`src/rtl/rvfpm_issue_queue.sv`:
```
// rvfpm_issue_queue: in-order buffer of instructions offloaded over CORE-V-XIF.
// Each entry waits for its commit verdict. Committed heads are handed to the FPU
// pipeline through a valid/ready handshake. Killed heads are dropped silently.
//
// Ports
//   ck, rst                      clock, asynchronous active-high reset
//   issue_valid/ready/accept     issue handshake; accept also needs dec_accept
//   issue_instr/id/rs0/rs1       issued instruction payload
//   dec_accept                   predecoder verdict for issue_instr
//   commit_valid/id/kill         commit interface
//   disp_valid/ready             dispatch handshake toward the FPU pipeline
//   disp_instr/id/rs0/rs1        head entry payload (zero unless disp_valid)
//   count, full, empty           occupancy status
module rvfpm_issue_queue #(
  parameter int unsigned QUEUE_DEPTH = 4,
  parameter int unsigned X_ID_WIDTH  = 4,
  parameter int unsigned XLEN        = 32
) (
  input  logic                         ck,
  input  logic                         rst,
  input  logic                         issue_valid,
  output logic                         issue_ready,
  input  logic [31:0]                  issue_instr,
  input  logic [X_ID_WIDTH-1:0]        issue_id,
  input  logic [XLEN-1:0]              issue_rs0,
  input  logic [XLEN-1:0]              issue_rs1,
  input  logic                         dec_accept,
  output logic                         issue_accept,
  input  logic                         commit_valid,
  input  logic [X_ID_WIDTH-1:0]        commit_id,
  input  logic                         commit_kill,
  output logic                         disp_valid,
  input  logic                         disp_ready,
  output logic [31:0]                  disp_instr,
  output logic [X_ID_WIDTH-1:0]        disp_id,
  output logic [XLEN-1:0]              disp_rs0,
  output logic [XLEN-1:0]              disp_rs1,
  output logic [$clog2(QUEUE_DEPTH):0] count,
  output logic                         full,
  output logic                         empty
);

  localparam int unsigned IW = $clog2(QUEUE_DEPTH);
  localparam int unsigned PW = IW + 1;

  typedef enum logic [1:0] {
    ST_FREE      = 2'd0,
    ST_PENDING   = 2'd1,
    ST_COMMITTED = 2'd2,
    ST_KILLED    = 2'd3
  } entry_state_e;

  entry_state_e            state_q [QUEUE_DEPTH];
  entry_state_e            state_d [QUEUE_DEPTH];
  logic [31:0]             instr_q [QUEUE_DEPTH];
  logic [X_ID_WIDTH-1:0]   id_q    [QUEUE_DEPTH];
  logic [XLEN-1:0]         rs0_q   [QUEUE_DEPTH];
  logic [XLEN-1:0]         rs1_q   [QUEUE_DEPTH];

  logic [PW-1:0]           wr_ptr_q, wr_ptr_d;
  logic [PW-1:0]           rd_ptr_q, rd_ptr_d;
  logic [IW-1:0]           wr_idx, rd_idx;
  entry_state_e            head_state;
  entry_state_e            commit_state;
  logic                    push;
  logic                    pop;

  // Pointer-derived status; the top pointer bit distinguishes full from empty.
  assign wr_idx     = wr_ptr_q[IW-1:0];
  assign rd_idx     = rd_ptr_q[IW-1:0];
  assign full       = (wr_idx == rd_idx) && (wr_ptr_q[IW] != rd_ptr_q[IW]);
  assign empty      = (wr_ptr_q == rd_ptr_q);
  assign count      = wr_ptr_q - rd_ptr_q;

  assign head_state   = state_q[rd_idx];
  assign commit_state = commit_kill ? ST_KILLED : ST_COMMITTED;

  // Handshakes. issue_ready ignores a same-cycle pop to keep the path short.
  assign issue_ready  = !full;
  assign issue_accept = issue_valid && issue_ready && dec_accept && !rst;
  assign push         = issue_accept;
  assign disp_valid   = !empty && (head_state == ST_COMMITTED);
  // A killed head is dropped without a handshake.
  assign pop          = !empty && ((head_state == ST_KILLED) || (disp_valid && disp_ready));

  // Payload is masked to zero whenever nothing is being offered.
  assign disp_instr = disp_valid ? instr_q[rd_idx] : '0;
  assign disp_id    = disp_valid ? id_q[rd_idx]    : '0;
  assign disp_rs0   = disp_valid ? rs0_q[rd_idx]   : '0;
  assign disp_rs1   = disp_valid ? rs1_q[rd_idx]   : '0;

  // Next entry states and pointers: commit broadcast, then push, then pop.
  always_comb begin
    for (int unsigned i = 0; i < QUEUE_DEPTH; i++) begin
      state_d[IW'(i)] = state_q[IW'(i)];
    end
    wr_ptr_d = wr_ptr_q;
    rd_ptr_d = rd_ptr_q;

    if (commit_valid) begin
      for (int unsigned i = 0; i < QUEUE_DEPTH; i++) begin
        if ((state_q[IW'(i)] != ST_FREE) && (id_q[IW'(i)] == commit_id)) begin
          state_d[IW'(i)] = commit_state;
        end
      end
    end

    // The target slot is FREE, so the commit loop never touched it.
    if (push) begin
      state_d[wr_idx] = (commit_valid && (commit_id == issue_id)) ? commit_state : ST_PENDING;
      wr_ptr_d        = wr_ptr_q + PW'(1);
    end

    // Push and pop share a slot only when the queue is full or empty, where
    // one of them cannot happen.
    if (pop) begin
      state_d[rd_idx] = ST_FREE;
      rd_ptr_d        = rd_ptr_q + PW'(1);
    end
  end

  // Control state register.
  always_ff @(posedge ck or posedge rst) begin
    if (rst) begin
      wr_ptr_q <= '0;
      rd_ptr_q <= '0;
      for (int unsigned i = 0; i < QUEUE_DEPTH; i++) begin
        state_q[IW'(i)] <= ST_FREE;
      end
    end else begin
      wr_ptr_q <= wr_ptr_d;
      rd_ptr_q <= rd_ptr_d;
      for (int unsigned i = 0; i < QUEUE_DEPTH; i++) begin
        state_q[IW'(i)] <= state_d[IW'(i)];
      end
    end
  end

  // Payload storage; validity is carried entirely by state_q.
  always_ff @(posedge ck) begin
    if (push) begin
      instr_q[wr_idx] <= issue_instr;
      id_q[wr_idx]    <= issue_id;
      rs0_q[wr_idx]   <= issue_rs0;
      rs1_q[wr_idx]   <= issue_rs1;
    end
  end

endmodule
```
`config.mk`:
```
export PLATFORM = sky130hd
export DESIGN_NAME = rvfpm_issue_queue
export DESIGN_NICKNAME = d
export VERILOG_FILES = /design/src/rtl/rvfpm_issue_queue.sv
export SDC_FILE = /design/constraint.sdc
export NUM_CORES = 1
export LEC_CHECK = 0
export CAP_MARGIN = 15
export CORE_MARGIN = 2
export CORE_UTILIZATION = 43
export CTS_BUF_LIST = sky130_fd_sc_hd__clkbuf_8
export DETAILED_ROUTE_END_ITERATION = 8
export PLACE_DENSITY = 0.73
export SLEW_MARGIN = 20
export SYNTH_ARGS = -nofsm -noshare
export SYNTH_HDL_FRONTEND = slang
export SYNTH_SLANG_ARGS = --single-unit
```
`constraint.sdc`:
```
create_clock -name ck -period 9.9 [get_ports ck]
set_input_delay 0.99 -clock ck [delete_from_list [all_inputs] [get_ports ck]]
set_output_delay 0.99 -clock ck [all_outputs]
set_load 0.02 [all_outputs]
```
After elaboration in Yosys (flattened, before gate mapping)
Memory sizes are Yosys's and may differ from the RTL's.
Cells that the tools add are included.
Widths: inputs -> output; s select.
{ "totals": {"inputBits": 111, "reg_bits": 14, "memories": 4, "word_cells": 76, "ram_bits": 400, "output_inout_bits": 108} }
{ "classes": {"n_eq_ne": 10, "n_lt_le_gt_ge": 4, "mux": 23, "n_reduce_logical": 22, "add_sub_neg": 3, "n_bitwise": 4} }
{ "memory_table": {"columns": ["name", "depth", "word_bits", "read_ports", "rd_ports_with_merged_regs", "write_ports", "line_no", "source"], "rows": [
  ["instr_q", 4, 32, 1, 0, 1, "55", "logic [31:0] instr_q [QUEUE_DEPTH];"],
  ["rs0_q", 4, 32, 1, 0, 1, "57", "logic [XLEN-1:0] rs0_q [QUEUE_DEPTH];"],
  ["rs1_q", 4, 32, 1, 0, 1, "58", "logic [XLEN-1:0] rs1_q [QUEUE_DEPTH];"],
  ["id_q", 4, 4, 5, 0, 1, "56", "logic [X_ID_WIDTH-1:0] id_q [QUEUE_DEPTH];"]
]} }
{ "ops": {"columns": ["operator", "count"], "rows": [
  ["$mux 32", 3],
  ["$mux 8", 3],
  ["$eq 4x4->1", 5],
  ["$mux 2", 9],
  ["$logic_and 1x1->1", 14],
  ["$and 8x8->8", 1],
  ["$bwmux 8", 1],
  ["$demux 2 s2", 2],
  ["$not 8->8", 1],
  ["$reduce_bool 2->1", 4],
  ["$add 3x1->3 const B", 2],
  ["$ge 3x3->1 const B", 2],
  ["$lt 3x1->1 const B", 2],
  ["$not 2->3", 2],
  ["$bmux 2 s2", 1],
  ["$eq 2x2->1 const B", 2],
  ["$mux 4", 1],
  ["$eq 3x3->1", 1],
  ["$logic_not 1->1", 3],
  ["$mux 1", 3],
  ["$sub 3x3->3", 1],
  ["$eq 2x2->1", 1],
  ["$logic_or 1x1->1", 1],
  ["$ne 1x1->1", 1]
]} }

Depth between registers and ports, before layout
{ "logic_depth": {"word_depth": 10, "mapped_depth": 11, "ltp_nobuf": 7} }

Worst setup path after synthesis
No wires, ideal clock.
{ "synth_timing": {"kind": "register to register", "from": "register rd_ptr_q[1]", "to": "register state_q[6] (netlist bit)", "synth_period_minus_slack_ps": 4443, "path_buffers": 3, "t_required_ps": 9763, "setup_time_ps": 137, "path_stages_with_launch": 11, "arrival_time_ps": 4306, "path_slack_ps": 5457, "cell_sequence": "dfrtp_1 -> clkbuf_1 -> buf_2 -> buf_1 -> inv_1 -> ha_1 -> nand2_1 -> o21ai_0 -> inv_1 -> and4b_1 -> nor4_1"} }
{ "synth_rtl": {"columns": ["element", "line_no", "source"], "rows": [
  ["from (decl)", "61", "logic [PW-1:0] rd_ptr_q, rd_ptr_d;"],
  ["from (signal assigned)", "132", "rd_ptr_q <= rd_ptr_d;"],
  ["to (signal, indexed assignment)", "134", "state_q[IW'(i)] <= state_d[IW'(i)];"],
  ["to (decl)", "53", "entry_state_e state_q [QUEUE_DEPTH];"]
]} }

Worst setup path in the final report
{ "layout_timing": {"from": "register rd_ptr_q[1]", "to": "output port disp_instr[31]"} }
{ "layout_between": {"elab_chain_len": 7, "word_cells_on_any_way": 10, "cone_classes": "eq/ne (2); mux (4); bitwise (1); reduce/logical (2); memory (1)"} }
{ "layout_lines": {"columns": ["element", "line_no", "source"], "rows": [
  ["$not 2->3 (implied by the code)", "75", "assign head_state = state_q[rd_idx];"],
  ["$bmux 2 s2", "75", null],
  ["$mux 2 (implied by the code) (2 in a row)", "75", null],
  ["$eq 2x2->1", "82", "assign disp_valid = !empty && (head_state == ST_COMMITTED);"],
  ["$logic_and 1x1->1", "82", null],
  ["$mux 32 (*)", "87", "assign disp_instr = disp_valid ? instr_q[rd_idx] : '0;"],
  ["to (decl)", "34", "output logic [31:0] disp_instr,"]
]} }
Every way passes the cells marked *; elsewhere a longest branch is shown, timed or not. The select of a mux whose other input is x is not followed.

==> results.md <==
Die:
- The area of the die is between 30000 and 40000 um^2.
- The number of core rows is 71.
- In this run the vertical extent of the chip is approximately 200 um.
- During I/O placement, the number of pins put on the boundary was 219.
- The region available for standard cell placement spans roughly 38000 um^2.
- The initial core utilization is 43.6%.
- The die is 199 um wide.

Setup path:
- The worst setup path is captured at a primary output.
- Together, buffers and inverters on the worst path number 3.
- The maximum fanout along the worst path is 56.
- The launching element type of the critical path is a register.
- The dominant cell type by count on the critical path is sky130_fd_sc_hd__buf_4.
- The logic depth of the worst register-to-register path is 8.
- The cell count along the critical path is 6.
- Data on the critical path is required at its endpoint by a little under 9 ns.
- Grouping stages by cell kind, the critical path spends the most delay in buffers and inverters.
- The signal on the critical path passes through buf_4 -> mux4_2 -> or2_4 -> buf_4 -> nor2b_1 -> clkdlybuf4s50_1.
- The worst endpoint data arrival time is about 4.6 ns.
- For this design, the slowest cell found on the critical path is sky130_fd_sc_hd__dfrtp_4.
- The critical path is of the reg2out type.
- The largest single stage delay on the critical path is ~0.93 ns.

Cells and area:
- After routing the design area is about 20000 um^2.
- In the final layout, the share of cells above drive strength 1 is a little under a fifth.
- In the layout the commonest cells are 400 x sky130_fd_sc_hd__edfxtp_1, 218 x sky130_fd_sc_hd__clkdlybuf4s50_1, 102 x sky130_fd_sc_hd__mux4_2.
- The most frequent standard cell in the layout excluding fill and tap cells is sky130_fd_sc_hd__edfxtp_1.
- The post-synthesis to final-layout area growth is 23.5%.
- The number of nets in the finished design is 1148.
- The final-layout fill cell count is just under 3000.

Clocking:
- Buffers inserted to repair hold after CTS numbered 0.
- The clock edge transition at the registers on the reported setup and hold paths is 0.06 ns.
- Buffers added to address setup during post-CTS repair amount to 0.
- The root buffer cell is sky130_fd_sc_hd__clkbuf_8.
- The number of instances resized during post-cts repair is 0.
- The maximum level of the CTS H-tree is 3.
- The buffer levels on the longest clock path is 3.
- The TritonCTS sink count is roughly 410.
- In this run, CTS created clock tree buffers numbering 66.
- At the later pin of the worst-skew pair, clock insertion delay measures a little under 0.6 ns.
- The CTS tree is yes.

Synthesis:
- The number of nets in the synthesized netlist is between 800 and 900.
- In this run the mean area of a mapped cell was between 20 and 25 um^2.
- The count of different cell masters after synthesis is 29.
- The count of synthesis-stage warnings from yosys is 0.
- The flip-flop and latch count after synthesis is between 400 and 500.
- Sequential elements use around three quarters of the synthesized area.
- The gate count of the mapped netlist is roughly 770.
- The post-synthesis cell area is ~16000 um^2.

STA:
- Based on the critical path, the design can be clocked at up to between 150 and 200 MHz.
- The count of endpoints failing setup in the final report is 0.
- Dividing the final minimum period by the clock period gives around 57%.
- The clock skew is about 0.019 ns.
- The clock period minus final worst setup slack is ~5.6 ns.
- After routing, the total negative slack on setup checks comes to 0 ns.
- Measured against its own limit, the worst slew margin works out to between 30% and 40%.
- The final hold violation count is 0.
- The number of pins with negative max-slew slack in the final report came to 0.
- Setup repair after global routing left no endpoint under its margin.
- The transition at the pin with the smallest max-transition slack is ~1 ns.

Power:
- Combinational logic burns 37.0% of the power.
- Per report_power, the clock group accounts for 23.9% of the total.
- Overall power consumption after layout is estimated at about 5.6 mW.
- The leakage dissipation is about 6.5 nW.
- The maximum vdd ir drop is roughly 170 uV.
- The analysis attributes to net switching a power of 1.79 mW.
- Dividing total power by cell area gives a power density of between 200 and 300 nW/um^2.
- The sequential cell fraction of total power is 39.2%.
- In this run switching power makes up around a third of total power.
- The internal power of the cells totals around 3.8 mW.

Detailed routing:
- Using the TritonRoute via totals, the vias-per-cell ratio works out to 5.07.
- The routed design has 32400 um of wire.
- The detailed router placed 8053 vias in this run.
- The detailed router finished its first iteration with between 400 and 500 violations.
- The first detailed-routing pass took 4 iterations.
- After detailed routing, the average wire length per cell comes to approximately 20 um.
- In this run the remaining antenna-violating nets after routing total 0.
- After detailed routing, the number of remaining DRC violations is 0.

Placement:
- The placed standard-cell area is 19000 um^2.
- At the end of routability-driven placement, the weighted congestion stood at 0.757.
- The wire-length estimate of the detail-placed layout is ~19000 um.
- Port buffering added around 220 buffers.

Global route:
- The total overflow left after global routing is 0.
- The number of global-route vias before repair is between 8000 and 9000.
- The first global-routing pass estimated 49100 um of wire.
- The number of antenna violations at the first check in global routing came to 2.
- For this run, the total global-route usage over all layers was measured as ~17%.
- Entering global routing, the biggest net connects 60 pins.

Job:
- The max-capacitance violation count is 0.

Min path:
- The path class of the lowest-slack min-delay path is reg2reg.
- Along the worst hold path, the cell count comes to 1.

Status:
- The flow ran to the end, and the final reports show no timing, DRC or antenna violations.
## logic make-up (layout without fill, tap and decap cells)
group | count (synthesis) | count (layout) | share of synthesized area [%]
other | 0 | 2 | 0
AOI/OAI and AO/OA | 25 | 25 | 0.908
DFF | 414 | 414 | 75.4
buffers and inverters | 53 | 355 | 1.80
adders and majority gates | 11 | 11 | 0.886
muxes | 104 | 104 | 14.2
xor gates and xnor gates | 27 | 27 | 1.44
and+or+nand+nor | 138 | 138 | 5.38
## path summary, 6_finish.rpt
| path | from | to | slack [ns] |
|---|---|---|---|
| max | rd_ptr_q[1]$_DFFE_PP0P_ | disp_instr[31] | 4.30 |
| min | rd_ptr_q[2]$_DFFE_PP0P_ | rd_ptr_q[2]$_DFFE_PP0P_ | 0.53 |
| max reg2reg | rd_ptr_q[1]$_DFFE_PP0P_ | state_q[4]$_DFF_PP0_ | 6.06 |
| min reg2reg | rd_ptr_q[2]$_DFFE_PP0P_ | rd_ptr_q[2]$_DFFE_PP0P_ | 0.53 |
| max in group asynchronous | rst | rd_ptr_q[0]$_DFFE_PP0P_ | 8.60 |
| min in group asynchronous | rst | wr_ptr_q[0]$_DFFE_PP0N_ | 0.88 |
## routing by layer
metal | GRT usage, % | vias up | wire length (um)
met4 | 5.97 | 0 | 561
met2 | 27.3 | 245 | 15900
li1 | - | 3635 | -
met5 | 0 | - | 0
met3 | 4.98 | 48 | 2510
met1 | 21.4 | 4125 | 13500
## stage by stage
stage	util, %	setup WS [ns]	std cells	hold slack [ns]
global route	53.9	3.95	1585	0.561
global placement	50.7	4.83	1469	0.512
finish	53.9	4.30	1587	0.525
floorplan	-	5.46	772	0.498
detailed placement	50.7	4.77	1469	0.518
CTS	53.9	4.11	1585	0.529
## registers in the layout (all words and copies together), names as in the netlist
| name | count |
|---|---|
| id_q | 16 |
| instr_q | 128 |
| rd_ptr_q | 3 |
| rs0_q | 128 |
| rs1_q | 128 |
| state_q | 8 |
| wr_ptr_q | 3 |
## synthesized netlist by cell type
cell type / count / share of area (%)
sky130_fd_sc_hd__nand2_1: 2 / 0.046
sky130_fd_sc_hd__inv_1: 13 / 0.30
sky130_fd_sc_hd__nor2_1: 7 / 0.16
sky130_fd_sc_hd__edfxtp_1: 400 / 73
sky130_fd_sc_hd__o21ai_1: 1 / 0.031
sky130_fd_sc_hd__dfrtp_1: 14 / 2.1
sky130_fd_sc_hd__nor3_1: 6 / 0.18
sky130_fd_sc_hd__o21ai_0: 7 / 0.21
sky130_fd_sc_hd__a211oi_1: 8 / 0.37
sky130_fd_sc_hd__fa_1: 1 / 0.12
sky130_fd_sc_hd__nor4_1: 4 / 0.15
sky130_fd_sc_hd__mux2_2: 2 / 0.14
sky130_fd_sc_hd__or2_1: 1 / 0.038
sky130_fd_sc_hd__buf_1: 2 / 0.046
sky130_fd_sc_hd__nor3b_1: 4 / 0.18
sky130_fd_sc_hd__nand3_1: 1 / 0.031
sky130_fd_sc_hd__o21ai_2: 1 / 0.053
sky130_fd_sc_hd__and2_1: 1 / 0.038
sky130_fd_sc_hd__mux4_2: 102 / 14
sky130_fd_sc_hd__xor2_1: 21 / 1.1
sky130_fd_sc_hd__buf_2: 14 / 0.43
sky130_fd_sc_hd__buf_6: 10 / 0.69
sky130_fd_sc_hd__clkbuf_1: 13 / 0.30
sky130_fd_sc_hd__buf_4: 1 / 0.046
sky130_fd_sc_hd__nor2b_1: 100 / 3.8
sky130_fd_sc_hd__ha_1: 10 / 0.76
sky130_fd_sc_hd__xnor2_1: 6 / 0.32
sky130_fd_sc_hd__and4b_1: 12 / 0.73
sky130_fd_sc_hd__a21oi_1: 8 / 0.24
## power groups by stage
stage / Clock (mW) / Combinational [mW] / Sequential [mW]
floorplan: 0 / 1.40 / 2.14
global placement: 0 / 2.09 / 2.21
detailed placement: 0 / 2.09 / 2.22
CTS: 1.37 / 2.10 / 2.18
global route: 1.45 / 2.22 / 2.20
finish: 1.33 / 2.06 / 2.18
## layout make-up
cell class | count | area, um^2 | area share, %
Clock inverter | 49 | 269 | 1.33
Antenna cell | 2 | 5.00 | 0.0247
Tap cell | 511 | 639 | 3.16
Clock buffer | 67 | 922 | 4.56
Timing Repair Buffer | 226 | 2240 | 11.1
Sequential cell | 414 | 12400 | 61.1
Multi-Input combinational cell | 305 | 3730 | 18.5
Inverter | 13 | 58.8 | 0.291
No activity file was read; power rests on OpenSTA's default activity.
